### src/rtl/relogio_pkg.sv
// rtl/relogio_pkg.sv - shared seven-segment constants and decoder for the clock display
//
// Purpose: active-low segment encodings (bit 6 = a ... bit 0 = g) used by the
// display engine.
// Contents:
//   SEG_DASH  - only segment g lit, shown for out-of-range field values
//   SEG_BLANK - all segments dark
//   seg7()    - BCD digit to active-low a..g pattern
package relogio_pkg;

    localparam logic [6:0] SEG_DASH  = 7'b111_1110;
    localparam logic [6:0] SEG_BLANK = 7'b111_1111;

    function automatic logic [6:0] seg7(input logic [3:0] i_digit);
        logic [6:0] w_seg;
        case (i_digit)
            4'd0:    w_seg = 7'b000_0001;
            4'd1:    w_seg = 7'b100_1111;
            4'd2:    w_seg = 7'b001_0010;
            4'd3:    w_seg = 7'b000_0110;
            4'd4:    w_seg = 7'b100_1100;
            4'd5:    w_seg = 7'b010_0100;
            4'd6:    w_seg = 7'b010_0000;
            4'd7:    w_seg = 7'b000_1111;
            4'd8:    w_seg = 7'b000_0000;
            4'd9:    w_seg = 7'b000_0100;
            default: w_seg = SEG_BLANK;
        endcase
        return w_seg;
    endfunction

endpackage

### src/rtl/relogio_blink_gen.sv
// rtl/relogio_blink_gen.sv - half-period counter producing the blink visibility phase
//
// Purpose: counts HALF_CYCLES clocks per phase and toggles o_visible at each
// terminal count. i_restart synchronously clears the counter and forces the
// visible phase, so a freshly selected field appears at once.
// Ports:
//   i_clk      - clock
//   i_rst_n    - asynchronous active-low reset (phase visible, counter 0)
//   i_restart  - synchronous restart
//   o_visible  - 1 = visible phase, 0 = blanked phase
module relogio_blink_gen #(
    parameter int unsigned HALF_CYCLES = 50_000_000
) (
    input  logic i_clk,
    input  logic i_rst_n,
    input  logic i_restart,
    output logic o_visible
);

    localparam int unsigned CW = (HALF_CYCLES > 1) ? $clog2(HALF_CYCLES) : 1;

    logic [CW-1:0] r_cnt;
    logic          r_visible;

    always_ff @(posedge i_clk or negedge i_rst_n) begin
        if (!i_rst_n) begin
            r_cnt     <= '0;
            r_visible <= 1'b1;
        end else if (i_restart) begin
            r_cnt     <= '0;
            r_visible <= 1'b1;
        end else if (r_cnt == CW'(HALF_CYCLES - 1)) begin
            r_cnt     <= '0;
            r_visible <= ~r_visible;
        end else begin
            r_cnt <= r_cnt + 1'b1;
        end
    end

    assign o_visible = r_visible;

endmodule

### src/rtl/relogio_display_campos.sv
// rtl/relogio_display_campos.sv - multiplexed 7-seg scan engine for 2-digit clock fields
//
// Purpose: snapshots NUM_FIELDS binary fields once per frame, converts each to
// two BCD digits and scans them onto a DIGITS-wide active-low display, blinking
// the field selected for adjustment.
// Ports:
//   clk_100MHz - system clock
//   reset      - asynchronous active-low reset
//   campos     - field k at [k*FIELD_W +: FIELD_W], field 0 rightmost
//   sel_ajuste - 0 = none, k = field k-1 blinks, > NUM_FIELDS = none
//   pontos     - decimal point request per digit, 1 = lit
//   an         - anodes, active-low
//   dec_ddp    - [7:1] segments a..g, [0] dp, active-low
module relogio_display_campos
    import relogio_pkg::*;
#(
    parameter int unsigned CLK_HZ     = 100_000_000,
    parameter int unsigned SCAN_HZ    = 1000,
    parameter int unsigned BLINK_MS   = 500,
    parameter int unsigned NUM_FIELDS = 3,
    parameter int unsigned FIELD_W    = 7,
    parameter int unsigned DIGITS     = 8
) (
    input  logic                            clk_100MHz,
    input  logic                            reset,
    input  logic [NUM_FIELDS*FIELD_W-1:0]   campos,
    input  logic [$clog2(NUM_FIELDS+1)-1:0] sel_ajuste,
    input  logic [DIGITS-1:0]               pontos,
    output logic [DIGITS-1:0]               an,
    output logic [7:0]                      dec_ddp
);

    localparam int unsigned SCAN_DIV    = CLK_HZ / (SCAN_HZ * DIGITS);
    localparam int unsigned HALF_CYCLES = BLINK_MS * (CLK_HZ / 1000);
    localparam int unsigned SCW         = (SCAN_DIV > 1) ? $clog2(SCAN_DIV) : 1;
    localparam int unsigned IDXW        = (DIGITS > 1) ? $clog2(DIGITS) : 1;
    localparam int unsigned SELW        = $clog2(NUM_FIELDS + 1);

    if (NUM_FIELDS < 1 || NUM_FIELDS * 2 > DIGITS) begin : g_chk_fields
        $error("NUM_FIELDS must lie in 1..DIGITS/2");
    end
    if (SCAN_DIV < 1) begin : g_chk_scan
        $error("CLK_HZ/(SCAN_HZ*DIGITS) must be at least 1");
    end

    logic [SCW-1:0]                r_scan_cnt;
    logic [IDXW-1:0]               r_idx;
    logic [NUM_FIELDS*FIELD_W-1:0] r_campos;
    logic [DIGITS-1:0]             r_pontos;
    logic [SELW-1:0]               r_sel_prev;

    logic              w_tick;
    logic              w_idx_last;
    logic              w_sel_chg;
    logic              w_blink_vis;
    logic              w_visible;
    logic [DIGITS-1:0] w_an_next;
    logic [7:0]        w_dec_next;
    logic [31:0]       w_val;
    logic [31:0]       w_k;
    logic [3:0]        w_bcd;
    logic [6:0]        w_seg;
    logic              w_blank_blink;

    assign w_tick     = (r_scan_cnt == SCW'(SCAN_DIV - 1));
    assign w_idx_last = (r_idx == IDXW'(DIGITS - 1));
    assign w_sel_chg  = (sel_ajuste != r_sel_prev);
    // A selection change wins over the stored phase on the very edge it is
    // detected, so a tick landing on that edge already shows the field.
    assign w_visible  = w_blink_vis | w_sel_chg;

    relogio_blink_gen #(
        .HALF_CYCLES (HALF_CYCLES)
    ) u_blink (
        .i_clk     (clk_100MHz),
        .i_rst_n   (reset),
        .i_restart (w_sel_chg),
        .o_visible (w_blink_vis)
    );

    always_ff @(posedge clk_100MHz or negedge reset) begin
        if (!reset) begin
            r_scan_cnt <= '0;
            r_idx      <= '0;
            r_campos   <= '0;
            r_pontos   <= '0;
            r_sel_prev <= '0;
            an         <= '1;
            dec_ddp    <= '1;
        end else begin
            r_sel_prev <= sel_ajuste;
            if (w_tick) begin
                r_scan_cnt <= '0;
                r_idx      <= w_idx_last ? '0 : r_idx + 1'b1;
                an         <= w_an_next;
                dec_ddp    <= w_dec_next;
                // Capture on the wrap so the next frame reads one coherent set.
                if (w_idx_last) begin
                    r_campos <= campos;
                    r_pontos <= pontos;
                end
            end else begin
                r_scan_cnt <= r_scan_cnt + 1'b1;
            end
        end
    end

    always_comb begin
        w_an_next     = '1;
        w_dec_next    = '1;
        w_k           = 32'(r_idx) >> 1;
        w_val         = '0;
        w_bcd         = '0;
        w_seg         = SEG_BLANK;
        w_blank_blink = 1'b0;
        if (32'(r_idx) < 2 * NUM_FIELDS) begin
            w_val = 32'(FIELD_W'(r_campos >> (w_k * FIELD_W)));
            if (w_val >= 100) begin
                w_seg = SEG_DASH;
            end else begin
                w_bcd = r_idx[0] ? 4'(w_val / 10) : 4'(w_val % 10);
                w_seg = seg7(w_bcd);
            end
            w_blank_blink = (32'(sel_ajuste) == w_k + 1) && !w_visible;
            w_dec_next    = {w_seg, w_blank_blink ? 1'b1 : ~r_pontos[r_idx]};
            if (!w_blank_blink) begin
                w_an_next[r_idx] = 1'b0;
            end
        end
    end

endmodule
### config.mk
export PLATFORM = sky130hd
export DESIGN_NAME = relogio_display_campos
export DESIGN_NICKNAME = d
export VERILOG_FILES = /design/src/rtl/relogio_pkg.sv /design/src/rtl/relogio_blink_gen.sv /design/src/rtl/relogio_display_campos.sv
export SDC_FILE = /design/constraint.sdc
export NUM_CORES = 1
export LEC_CHECK = 0
export ABC_AREA = 1
export CAP_MARGIN = 20
export CORE_MARGIN = 5
export CORE_UTILIZATION = 55
export CTS_BUF_LIST = sky130_fd_sc_hd__clkbuf_16
export DETAILED_ROUTE_END_ITERATION = 8
export PLACE_DENSITY_LB_ADDON = 0.25
export SYNTH_ARGS = -nofsm -noshare
export SYNTH_HDL_FRONTEND = slang
export SYNTH_SLANG_ARGS = --single-unit
### constraint.sdc
create_clock -name clk_100MHz -period 4.4 [get_ports clk_100MHz]
set_clock_uncertainty 0.15 [all_clocks]
set_input_delay 0.66 -clock clk_100MHz [delete_from_list [all_inputs] [get_ports clk_100MHz]]
set_output_delay 0.66 -clock clk_100MHz [all_outputs]
set_load 0.1 [all_outputs]
Yosys cells after proc, flatten, opt, wreduce, memory -nomap -nowiden. Memories as Yosys holds them, arrays and structs flattened. Index checks and enable logic that the tools add are counted.

Add/subtract/negate cells: 4. Multiply operators: 1. Div/mod/pow operators: 2. Magnitude comparators: 4. Eq/ne operators: 5. Shifts and indexed selects: 1. Mux-type cells: 16. Bitwise logic cells: 4. Reduce and logical (&&, ||, !) cells: 5.

Operators with widths (number): $mux 26 (2); $div 7x4->32 const B (1); $mod 7x4->32 const B (1); $add 26x1->26 const B (1); $eq 26x26->1 const B (1); $mux 8 (3); $shr 21x5->7 (1); $add 14x1->14 const B (1); $eq 14x14->1 const B (1); $mux 14 (1); $not 8->8 (1); $ge 7x7->1 const B (1); $mux 7 (1); $mul 2x3->5 const B (1); $mux 1 (5); $lt 3x4->1 const B (1); $mux 4 (1); $add 2x1->3 const B (1); $add 3x1->3 const B (1); $bmux 1 s3 (1); $demux 1 s3 (1); $eq 2x3->1 (1); $eq 3x3->1 const B (1); $ge 3x1->1 const B (1); other kinds (9) (11).

Register bits after elaboration: 91. Latch bits: 0. RAM bits: 0. ROM bits: 112. Input bits: 33. Output and inout port bits: 16. Word-level logic and storage cells: 52. Memories: 1.

Memories: (name not given) (words 16, bits a word 7, rd ports 1, clocked after Yosys merged registers in 0, write ports 0, RTL line relogio_pkg.sv:16) `case (i_digit)`.

Longest topological paths before layout.
Depth after elaboration: 7. Gate-level depth with buffers: 32. Mapped depth without buffers: 31.

Modules after synthesis. Synthesis repeated with hierarchy kept, for this count alone.

Cells, all modules: 682. Area, all modules: 5446.5 um^2.

Modules (own cells, without submodules): relogio_display_campos (instances 1, cells an instance 449, area each 3752.3 um^2, seq. area each 1595.3 um^2); relogio_blink_gen (instances 1, cells an instance 233, area each 1694.1 um^2, seq. area each 676.9 um^2).

Worst setup path before layout. OpenSTA, ideal clock, no wires.

Kind: register -> register. Start point: register r_idx[1]. End point: register dec_ddp[4]. Setup time: 77 ps. Arrival: 3354 ps. Data required time: 4173 ps. Slack: 819 ps. Stages on the path, launching flop included: 28. Path buffers: 1. Clock period less this slack: 3581 ps. Path through: dfrtp_1 inv_2 buf_6 nand2_2 nand2_2 a21oi_4 nand2_2 ha_1 inv_1 nand2_2 nand2_2 nand2_1 a21oi_1 nand2_2 nand2_4 nand3_4 nand2_2 nand2_4 o21ai_4 nand3_2 a21boi_1 inv_2 ha_1 inv_1 nor2_1 nor2_1 nor2_1 nor2_1.

Cells in the longest elaborated chain, start to end: 7. Elaborated cells on any way between the ends: 10. Classes of those cells: mul (1); div (2); order compare (2); shift (1); mux (3); memory (1).

Ends and longest elaborated chain: start, declared (RTL line relogio_display_campos.sv:47) `logic [IDXW-1:0] r_idx;`; start signal, assigned (RTL line relogio_display_campos.sv:94) `r_idx <= w_idx_last ? '0 : r_idx + 1'b1;`; $mul 2x3->5 (RTL line relogio_display_campos.sv:117) `w_val = 32'(FIELD_W'(r_campos >> (w_k * FIELD_W)));`; $shr 21x5->7 (RTL line relogio_display_campos.sv:117); $mod 7x4->32 or $div 7x4->32 (tied branches) (RTL line relogio_display_campos.sv:121) `w_bcd = r_idx[0] ? 4'(w_val / 10) : 4'(w_val % 10);`; $mux 4 (RTL line relogio_display_campos.sv:121); $mem_v2 16x7; $mux 7 (RTL line relogio_display_campos.sv:118) `if (w_val >= 100) begin`; $mux 8 * (RTL line relogio_display_campos.sv:116) `if (32'(r_idx) < 2 * NUM_FIELDS) begin`; end signal, assigned (RTL line relogio_display_campos.sv:96) `dec_ddp <= w_dec_next;`; end, declared (RTL line relogio_display_campos.sv:30) `output logic [7:0] dec_ddp`.

Mark *: on every way between the ends. The rest lies on a longest branch, timed or not. A chain may end at the register's enable or synchronous reset.

Final worst setup path. Same ends and word-level chain as after synthesis.

==> results_dict.tcl <==
set metrics [dict create \
    swShare_pct 26.6 \
    cp.depth 25 \
    synth.most_common_cell "nand2_1" \
    start_util_pct 56.2 \
    num_rows 35 \
    r2r.worst_path.cells 25 \
    clkLatencyLatePin_ns 0.34 \
    p_per_area_nw_per_um2 313 \
    syn_avg_cell_area_um2 8.52 \
    die_height_um 107 \
    first_iter_violations 223 \
    cts_max_level 3 \
    drv_cap 0 \
    cpPeakStageDelay_ns 0.40 \
    fillCellCount 756 \
    cp-end-kind "flop" \
    drive_gt1_share_pct 19.7 \
    synth-compound-area-share_pct 10.4 \
    required_ns 4.52 \
    regArea_um2 2270 \
    sequentialPowerShare_pct 45.2 \
    rrSetupSlack_ns 0.45 \
    nets 705 \
    worstHoldPathType "in2async" \
    power_frac_clock_pct 40.3 \
    yosysTopAreaCell "dfrtp_1" \
    area_delta_synth_final_pct 16.9 \
    dr_total_vias 4209 \
    fin_crit_sh_pct 89.8 \
    drc 0 \
    hold_viol_final 0 \
    final_max_slew_viol_count 0 \
    cts_buffers 9 \
    dr.pass1.iters 5 \
    synth-adder-area-share_pct 3.87 \
    synth_cells 607 \
    ir_drop_mv 0.212 \
    ioPinCount 49 \
    synth.area.mux_share_pct 6.32 \
    p_sw_w 0.000503 \
    fp.coreArea_um2 9200 \
    cp_slowest_cell "a21boi_1" \
    r2r-start "r_idx[1]" \
    critPathBufInv 4 \
    clock_sinks 90 \
    clock_path_buffers 2 \
    final_core_util_pct 65.7 \
    cp.arrival_ns 4.07 \
    diodes 0 \
    critPathLaunchType "flop" \
    synth-simple-area-share_pct 26.1 \
    synth_area_um2 5170 \
    grt_setup_unrepaired "no" \
    routabilityCongestion 0.906 \
    ant_nets 0 \
    slew_headroom_pct 35.0 \
    path_class "reg2reg" \
    post_cts_buffers 0 \
    die_area_um2 11400 \
    multiInputGateArea_um2 2470 \
    r2r_end "dec_ddp[4]" \
    clk_pin_slew_ns 0.07 \
    setup_violations 0 \
    holdBufCountCts 0 \
    yosys.area.top_type_share_pct 35.8 \
    max_slew.worst_pin.slew_ns 0.972 \
    tns_ns 0 \
    synth_edf_count 0 \
    grt_util_all_layers_pct 20.2 \
    drt_wl_total_mm 10.9 \
    synth_ff_type "dfrtp_1" \
    antenna_found_initial 0 \
    pwr-share-comb_pct 14.4 \
    grt_pass1_wl_mm 18.8 \
    dp_hpwl_mm 8.30 \
    min_period_ns 3.95 \
    wl_per_cell_um 14.2 \
    synth.yosys.warnings 0 \
    io_buffers 48 \
    yosysSeqAreaShare_pct 43.9 \
    grt_pass1_vias 4073 \
    netlist_top_cells_count "92 x nand2_1, 81 x inv_1, 74 x dfrtp_1, 67 x nor2_1, 32 x a21oi_1" \
    cts_tree "yes" \
    ys_seq_elements 90 \
    fmax_mhz 253 \
    synth_area_leaders "dfrtp_1 36%, dfstp_2 8.1%, nand2_1 6.7%" \
    vias_per_cell 5.45 \
    die_x_um 107 \
    synth_fp_nets 656 \
    status "completed" \
    crit_family "simple AND/OR/NAND/NOR gates" \
    ys_types 46 \
    p_int_w 0.00139 \
    p_leak_nw 2.74 \
    cts_resized 0 \
    crit_path_max_fanout 13 \
    root_buffer "clkbuf_16" \
    synth_top_family_by_area "simple AND/OR/NAND/NOR gates" \
    synthXorXnorAreaFrac_pct 1.02 \
    overflow 0 \
    synth-async-reset-ratio_pct 100 \
    grt_max_degree 63 \
    cpMostUsedCell "nand2_2" \
]
==> power groups by stage <==
stage | Combinational [W] | Clock [W] | Sequential [W]
after floorplan | 0.000191 | 0 | 0.000866
after global placement | 0.000264 | 0 | 0.000870
after detailed placement | 0.000272 | 0 | 0.000870
after CTS | 0.000274 | 0.000767 | 0.000856
after global routing | 0.000310 | 0.000809 | 0.000857
final | 0.000273 | 0.000763 | 0.000856
==> metal layers <==
metal / up-vias / wire [µm] / track usage (%) / part of all wire, %
met5: - / 0 / 0 / 0
met4: 0 / 303 / 8.77 / 2.8
met3: 28 / 442 / 3.37 / 4.0
met2: 104 / 5080 / 32.4 / 47
met1: 1980 / 5100 / 27.2 / 47
li1: 2097 / - / - / -
==> layout make-up <==
cell class              instances  area share, %
clock buffers                   9           3.73
clock inverters                 7           1.12
inverters                      92           5.71
multi-input cells             411           40.8
flip-flops and latches         90           37.6
well taps                     111           2.30
repair buffers                 52           8.73
==> logic make-up after synthesis <==
logic type	count (synthesis)
adder cells (fa/ha/maj)	16
flip-flops	90
XOR/XNOR	6
multiplexers	29
AND/OR/NAND/NOR	277
AO/OA/AOI/OAI	83
buffers and inverters	106
==> registers in the layout, summed over array words and instances, names as in the netlist <==
register / cells
r_idx: 3
u_blink.o_visible: 1
u_blink.r_cnt: 26
dec_ddp: 8
r_pontos: 8
r_campos: 21
an: 7
r_sel_prev: 2
r_scan_cnt: 14
==> per-stage QoR <==
step	setup slack [ns]	hold slack [ns]	instances	total power, W	area, µm²
2_1_floorplan	0.819	0.214	607	0.00106	5170
3_3_place_gp	0.690	0.294	755	0.00113	5730
3_5_place_dp	0.491	0.301	756	0.00114	5750
4_1_cts	0.464	0.287	772	0.00190	6050
5_1_grt	0.0469	0.319	772	0.00198	6050
6_report	0.451	0.240	772	0.00189	6050
==> worst max-delay path by stage <==
| stage | start | endpoint | slack [ns] |
|---|---|---|---|
| 4_1_cts | r_idx[1] | dec_ddp[4] | 0.46 |
| 3_3_place_gp | r_idx[1] | dec_ddp[4] | 0.69 |
| 2_1_floorplan | r_idx[1] | dec_ddp[4] | 0.82 |
| 3_5_place_dp | r_idx[1] | dec_ddp[4] | 0.49 |
| 6_report | r_idx[1] | dec_ddp[4] | 0.45 |
| 5_1_grt | r_idx[1] | dec_ddp[4] | 0.05 |
==> layout by cell type, fill, tap and decap left out, drive strengths merged <==
master | synthesis | routed
a32o | 1 | 1
ha | 16 | 16
clkinv | 0 | 4
o21ai | 24 | 24
o211a | 1 | 1
nor2 | 72 | 72
o221a | 2 | 2
o22ai | 2 | 2
buf | 7 | 5
nor4 | 10 | 10
xnor2 | 1 | 1
clkbuf | 7 | 9
nand3 | 31 | 31
xor2 | 5 | 5
a32oi | 1 | 1
dfstp | 16 | 16
clkinvlp | 0 | 1
nor3 | 20 | 20
clkdlybuf4s50 | 0 | 47
nand2 | 118 | 118
a31oi | 8 | 8
or2 | 5 | 5
a21boi | 1 | 1
o21a | 4 | 4
a21oi | 38 | 38
and3 | 1 | 1
dfrtp | 74 | 74
mux2 | 29 | 29
inv | 92 | 93
nand4 | 19 | 19
bufinv | 0 | 1
nor4b | 1 | 1
o221ai | 1 | 1
==> worst reg2reg max path, cell delays in order, from the launching register on <==
cell      delay [ns]
dfrtp_1         0.39
inv_2           0.21
nand2_2         0.15
nor2_2          0.20
a21oi_4         0.07
nand2_2         0.10
ha_1            0.14
inv_1           0.04
nand2_2         0.25
nand2_1         0.12
a21oi_1         0.17
nand2_2         0.10
nand2_4         0.09
nand3_4         0.08
nand2_2         0.09
nand2_4         0.07
o21ai_4         0.17
nand3_2         0.13
a21boi_1        0.40
inv_2           0.10
ha_1            0.31
inv_1           0.04
nor2_1          0.13
nor2_1          0.06
nor2_1          0.09
nor2_1          0.05
Power figures use the tool's default switching activity.
==> edit 1, RTL diff (same flow settings) <==
Change the parameter `SCAN_HZ` from 1000 to 2000.
--- a/src/rtl/relogio_display_campos.sv
+++ b/src/rtl/relogio_display_campos.sv
@@ -15,7 +15,7 @@
     import relogio_pkg::*;
 #(
     parameter int unsigned CLK_HZ     = 100_000_000,
-    parameter int unsigned SCAN_HZ    = 1000,
+    parameter int unsigned SCAN_HZ    = 2000,
     parameter int unsigned BLINK_MS   = 500,
     parameter int unsigned NUM_FIELDS = 3,
     parameter int unsigned FIELD_W    = 7,
Check against the original RTL: same outputs for any inputs over 10 cycles, from zero or initial values and one cycle with reset low; that may be too few to reach the edited logic, so the function may still have changed.
==> edit 1 against the original RTL <==
- total power is 0.40% higher
- synthesized cell count is 2.0% lower
- critical path depth is 3 higher
- wire length is 1.8% lower
- fmax is 0.61% lower
- sequential cell count is 1 lower
- setup slack worse by 0.024 ns
- largest power group unchanged
- design area is 0.35% lower
- cell count is 1.0% lower
- synthesized area is 0.85% lower
==> edit 1: results (changes against the original RTL) <==
- Status: complete, no violations (unchanged)
- Peak VDD IR: 0.1749 mV (was 0.2122 mV)
- Global-route track usage on met2: 34.43% (was 32.37%)
- M3 GR Usage: 4.372% (was 3.371%)
- WS Path Type: reg -> reg (unchanged)
- Initial DRC count: 154 (was 223)
- Post-synth top flop: dfrtp_1 (unchanged)
- # diodes: 0 (unchanged)
- Syn nets: 645 (was 656)
- Routed WL: 10.74 mm (was 10.93 mm)
- Root Buffer: clkbuf_16 (unchanged)
- Max-slew violations: 0 (unchanged)
- Synth cell types: 50 (was 46)
- Top cells by area, synth: dfrtp_1 36%, dfstp_2 8.2%, nand2_1 7.2%, mux2_2 6.4%, inv_1 6.2% (was dfrtp_1 36%, dfstp_2 8.1%, nand2_1 6.7%, mux2_2 6.3%, inv_1 5.9%)
- Final GP Congestion: 0.9226 (was 0.9059)
- Fill count: 753 (was 756)
- Worst min path class: in -> async (unchanged)
- Setup Fix Bufs, Post-CTS: 0 (unchanged)
- Critical Path Max Stage Delay: 0.48 ns (was 0.40 ns)
- Port Buf Inserts: 48 (unchanged)
- Biggest regs: u_blink.r_cnt (26), r_campos (21), r_scan_cnt (13) (was u_blink.r_cnt (26), r_campos (21), r_scan_cnt (14))
- DR vias/cell: 5.359 (was 5.452)
- Nets: 698 (was 705)
- Worst-margin pin slew: 0.9833 ns (was 0.9725 ns)
- Async SR Flop Fraction: 100.0% (unchanged)
- Clock slew at reported path FFs: 0.07 ns (about the same)
- CTS Buf Count: 9 (unchanged)
- Clk_lat worst skew: 0.34 ns (about the same)
- H-tree lvl count: 3 (unchanged)
- Max clock buf depth: 2 (unchanged)
- Arr. time, crit path: 4.08 ns (was 4.07 ns)
- Gr usage total: 20.40% (was 20.22%)
- Vias in the first global route: 4141 (was 4073)
- CTS-repair resized insts: 0 (unchanged)
- M1 GR Usage: 26.46% (was 27.18%)
- Hpwl dp: 8.069 mm (was 8.302 mm)
- Synth top cells by count: 98 x nand2_1, 84 x inv_1, 73 x dfrtp_1, 50 x nor2_1, 33 x a21oi_1 (was 92 x nand2_1, 81 x inv_1, 74 x dfrtp_1, 67 x nor2_1, 32 x a21oi_1)
- Initial antenna violation count: 0 (unchanged)
- Share of the yosys chip area belonging to registers: 43.84% (was 43.95%)
- CP Max Fanout: 13 (unchanged)
- DR pass1 iterations: 4 (was 5)
- Largest net degree at the start of global routing: 73 (was 63)
- Share of layout cells above drive strength 1: 18.99% (was 19.67%)
- Yosys warnings: 0 (unchanged)
- First-pass GRT wire length: 18.71 mm (was 18.82 mm)
- Slowest CP cell: dfrtp_1 (was a21boi_1)
- Top delay family on crit path: simple AND/OR/NAND/NOR gates (unchanged)
- Worst Setup SP: r_idx[1]$_DFFE_PN0N_ (unchanged)
- P_leak: 2.721 nW (was 2.738 nW)
[edit 1: changes by cell type in the layout (fill, tap and decap cells not counted), sizes merged, moves of 2 or more]
| cell | change |
|---|---|
| or2 | +4 |
| nand2 | +2 |
| o211ai | +2 |
| nor2 | -16 |
| a21oi | -3 |
| nor4 | -6 |
| xor2 | +2 |
| o21ai | +4 |
| inv | +2 |
| nand3 | +9 |
| a31oi | -8 |
| nand4 | -9 |
| o221a | -2 |
| o21a | +4 |
[edit 1: cells by family after synthesis]
group | synth area share (%)
AO/OA/AOI/OAI | 10.11
XOR/XNOR | 1.196
adder cells (fa/ha/maj) | 4.149
buffers and inverters | 8.079
flip-flops | 43.84
multiplexers | 6.370
AND/OR/NAND/NOR | 26.26
[edit 1: stage by stage]
stage	instance area, um2	setup WS [ns]	instances	util (%)
2_1_floorplan	5126	0.6450	595	-
3_3_place_gp	5723	0.6921	748	62.53
3_5_place_dp	5723	0.4534	748	62.53
4_1_cts	6025	0.4353	764	65.82
5_1_grt	6025	0.1179	764	65.82
6_report	6025	0.4263	764	65.82
[edit 1: worst paths after layout]
kind / end / slack, ns / depth (start not counted)
worst min register to register: u_blink.r_cnt[0]$_DFF_PN0_ / 0.31 / 1
worst min-delay path: u_blink.r_cnt[4]$_DFF_PN0_ / 0.30 / 1
worst max register to register: dec_ddp[3]$_DFFE_PN1N_ / 0.43 / 28
max in group asynchronous: dec_ddp[1]$_DFFE_PN1N_ / 2.96 / 2
min in group clk_100MHz: u_blink.r_cnt[0]$_DFF_PN0_ / 0.31 / 1
worst max-delay path: dec_ddp[3]$_DFFE_PN1N_ / 0.43 / 28
[edit 1: worst register-to-register path, delay by kind of cell, from the launching register on]
kind                     cells  cell delay (ns)
AO/OA/AOI/OAI                4             0.75
adder cells (fa/ha/maj)      2             0.50
buffers and inverters        3             0.39
flip-flops                   1             0.48
AND/OR/NAND/NOR             19             1.63
[edit 1: cell type report]
class	count	area [um2]	share of cell area [%]
repair buffers	53	515.5	8.557
multi-input cells	401	2465	40.91
clock buffers	9	225.2	3.738
inverters	94	356.6	5.919
well taps	111	138.9	2.305
clock inverters	7	76.32	1.267
flip-flops and latches	89	2247	37.30
[edit 1: report_power, final]
group / internal [mW] / total (mW) / leakage (nW) / switching (mW)
registers: 0.836 / 0.845 / 1.10 / 0.00965
clock network: 0.447 / 0.784 / 0.150 / 0.337
logic: 0.105 / 0.271 / 1.47 / 0.165
total: 1.39 / 1.90 / 2.72 / 0.512
[edit 1: routing by layer]
metal / share of wire (%) / wire, um / vias up
li1: - / - / 2045
met4: 1.4 / 150 / 0
met5: 0 / 0 / -
met2: 49 / 5259 / 86
met1: 45 / 4859 / 1949
met3: 4.4 / 470 / 14
==> edit 2, RTL diff (same settings) <==
Without the edit above. Reset style: synchronous (`i_rst_n` and `reset`), changed in 2 clocked blocks. Comments in the files are not updated.
--- a/src/rtl/relogio_blink_gen.sv
+++ b/src/rtl/relogio_blink_gen.sv
@@ -22,7 +22,7 @@
     logic [CW-1:0] r_cnt;
     logic          r_visible;
 
-    always_ff @(posedge i_clk or negedge i_rst_n) begin
+    always_ff @(posedge i_clk) begin
         if (!i_rst_n) begin
             r_cnt     <= '0;
             r_visible <= 1'b1;
--- a/src/rtl/relogio_display_campos.sv
+++ b/src/rtl/relogio_display_campos.sv
@@ -78,7 +78,7 @@
         .o_visible (w_blink_vis)
     );
 
-    always_ff @(posedge clk_100MHz or negedge reset) begin
+    always_ff @(posedge clk_100MHz) begin
         if (!reset) begin
             r_scan_cnt <= '0;
             r_idx      <= '0;
Function: no difference found for any inputs over 10 cycles, from zero or initial values and one cycle with reset low; that may be too few to reach the edited logic, so the function may still have changed.
==> edit 2 against the original RTL <==
- sequential cell count unchanged
- wire length decreased by 7.3%
- design area decreased by 6.3%
- core utilization increased by 0.19 points
- setup slack improved by 0.051 ns
- synthesized area decreased by 7.6%
- synthesized cell count increased by 10%
- fmax increased by 1.3%
- first-iteration DRC count decreased by 13%
- highest routed layer unchanged
Power is not compared: it rests on default switching activity, and its combinational part moved more than twofold at a synthesized area within 25%.
==> edit 2: results (changes against the original RTL) <==
- Worst min path class: reg -> reg (was in -> async)
- Synth cell types: 42 (was 46)
- DR pass1 iterations: 5 (unchanged)
- Async SR Flop Fraction: 0% (was 100.0%)
- Max clock buf depth: 2 (unchanged)
- Largest net degree at the start of global routing: 59 (was 63)
- Final GP Congestion: 0.8618 (was 0.9059)
- Vias in the first global route: 4111 (was 4073)
- Gr usage total: 20.32% (was 20.22%)
- R2R Path Start: r_idx[2]$_SDFFE_PN0N_ (was r_idx[1]$_DFFE_PN0N_)
- FF-to-FF setup slack: 0.50 ns (was 0.45 ns)
- CP Max Fanout: 11 (was 13)
- H-tree lvl count: 3 (unchanged)
- Top cells by area, synth: dfxtp_1 38%, inv_1 8.2%, nand2_1 7.7%, a21oi_1 7.0%, nor2_1 4.9% (was dfrtp_1 36%, dfstp_2 8.1%, nand2_1 6.7%, mux2_2 6.3%, inv_1 5.9%)
- Routed WL: 10.13 mm (was 10.93 mm)
- Critical Path Max Stage Delay: 0.56 ns (was 0.40 ns)
- Share of the yosys chip area belonging to registers: 37.70% (was 43.95%)
- Initial DRC count: 195 (was 223)
- Clock slew at reported path FFs: 0.07 ns (about the same)
- FF-to-FF End: dec_ddp[2]$_SDFFE_PN1N_ (was dec_ddp[4]$_DFFE_PN1N_)
- Status: complete, no violations (unchanged)
- # diodes: 0 (unchanged)
- Yosys warnings: 0 (unchanged)
- Hpwl dp: 7.489 mm (was 8.302 mm)
- P_leak: ~2.3 nW
- Nets: 764 (was 705)
- Arr. time, crit path: 3.98 ns (was 4.07 ns)
- Syn nets: 717 (was 656)
- Clk_lat worst skew: 0.34 ns (about the same)
- First-pass GRT wire length: 17.75 mm (was 18.82 mm)
- Slowest CP cell: dfxtp_1 (was a21boi_1)
- Share of layout cells above drive strength 1: 10.97% (was 19.67%)
- Vias post-DR: 4301 (was 4209)
- Synth top cells by count: 104 x inv_1, 98 x nand2_1, 90 x dfxtp_1, 67 x a21oi_1, 63 x nor2_1 (was 92 x nand2_1, 81 x inv_1, 74 x dfrtp_1, 67 x nor2_1, 32 x a21oi_1)
- R2r worst-path depth: 30 (was 25)
- Post-synth top flop: dfxtp_1 (was dfrtp_1)
- Worst-margin pin slew: 0.9920 ns (was 0.9725 ns)
## edit 2: cell types whose count changed in the layout (fill, tap and decap cells not counted), sizes merged, moves of 6 or more
cell / unedited run / this run
a21oi: 38 / 72
dfrtp: 74 / 0
dfstp: 16 / 0
dfxtp: 0 / 90
inv: 93 / 119
mux2: 29 / 0
nand2: 118 / 124
nand3: 31 / 39
nand4: 19 / 8
nor3b: 0 / 7
o21ai: 24 / 48
## edit 2: where the power goes
part | total (mW) | internal (mW) | switching, mW | leakage [nW]
logic | 0.0648 | 0.0361 | 0.0288 | 1.42
registers | 0.821 | 0.818 | 0.00236 | 0.727
clock network | 0.730 | 0.393 | 0.338 | 0.137
## edit 2: worst reg2reg max path: cells and delay by family (launching register included)
| family | cells | cell delay (ns) |
|---|---|---|
| simple gates | 18 | 1.54 |
| fa+ha+maj | 2 | 0.47 |
| compound gates | 2 | 0.26 |
| buf+inv | 8 | 0.82 |
| flops | 1 | 0.56 |
## edit 2: area by class of cell
class / count / area [um2]
sequential: 90 / 1802
inverter: 117 / 441.7
fill: 763 / 2928
timing repair buffer: 54 / 543.0
tap: 108 / 135.1
clock buffer: 9 / 225.2
multi-input combinational: 443 / 2456
clock inverter: 7 / 62.56
## edit 2: cells by family (layout without fill, tap and decap cells)
group | Yosys count | after routing | synth area share (%)
fa+ha+maj | 16 | 16 | 4.188
buf+inv | 135 | 187 | 10.94
flops | 90 | 90 | 37.70
xor+xnor | 7 | 7 | 1.283
compound gates | 138 | 138 | 16.31
simple gates | 282 | 282 | 29.58
## edit 2: worst max path at each step
stage                                      from                      end  cells past startpoint
after floorplan           r_idx[1]$_SDFFE_PN0N_  dec_ddp[4]$_SDFFE_PN1N_                     29
after detailed placement  r_idx[2]$_SDFFE_PN0N_  dec_ddp[4]$_SDFFE_PN1N_                     29
after global routing      r_idx[2]$_SDFFE_PN0N_  dec_ddp[2]$_SDFFE_PN1N_                     30
after global placement    r_idx[2]$_SDFFE_PN0N_  dec_ddp[4]$_SDFFE_PN1N_                     27
final                     r_idx[2]$_SDFFE_PN0N_  dec_ddp[2]$_SDFFE_PN1N_                     30
after CTS                 r_idx[2]$_SDFFE_PN0N_  dec_ddp[4]$_SDFFE_PN1N_                     29
## edit 2: layer usage
layer / global-route usage, % / part of all wire, % / up-vias
li1: - / - / 2248
met1: 27.45 / 48 / 1931
met2: 33.45 / 46 / 108
met3: 3.622 / 4.4 / 14
met4: 5.777 / 1.3 / 0
met5: 0 / 0 / -
## edit 2: metrics by stage
stage                     worst slack, ns  cell area, um2  instances  hold WS [ns]
final                              0.5019            5665        828        0.2917
after global routing               0.1150            5665        828        0.3135
after CTS                          0.4916            5633        826        0.2981
after detailed placement           0.4994            5345        810        0.2863
after global placement             0.7071            5345        810        0.2767
after floorplan                    0.6283            4780        668        0.2673
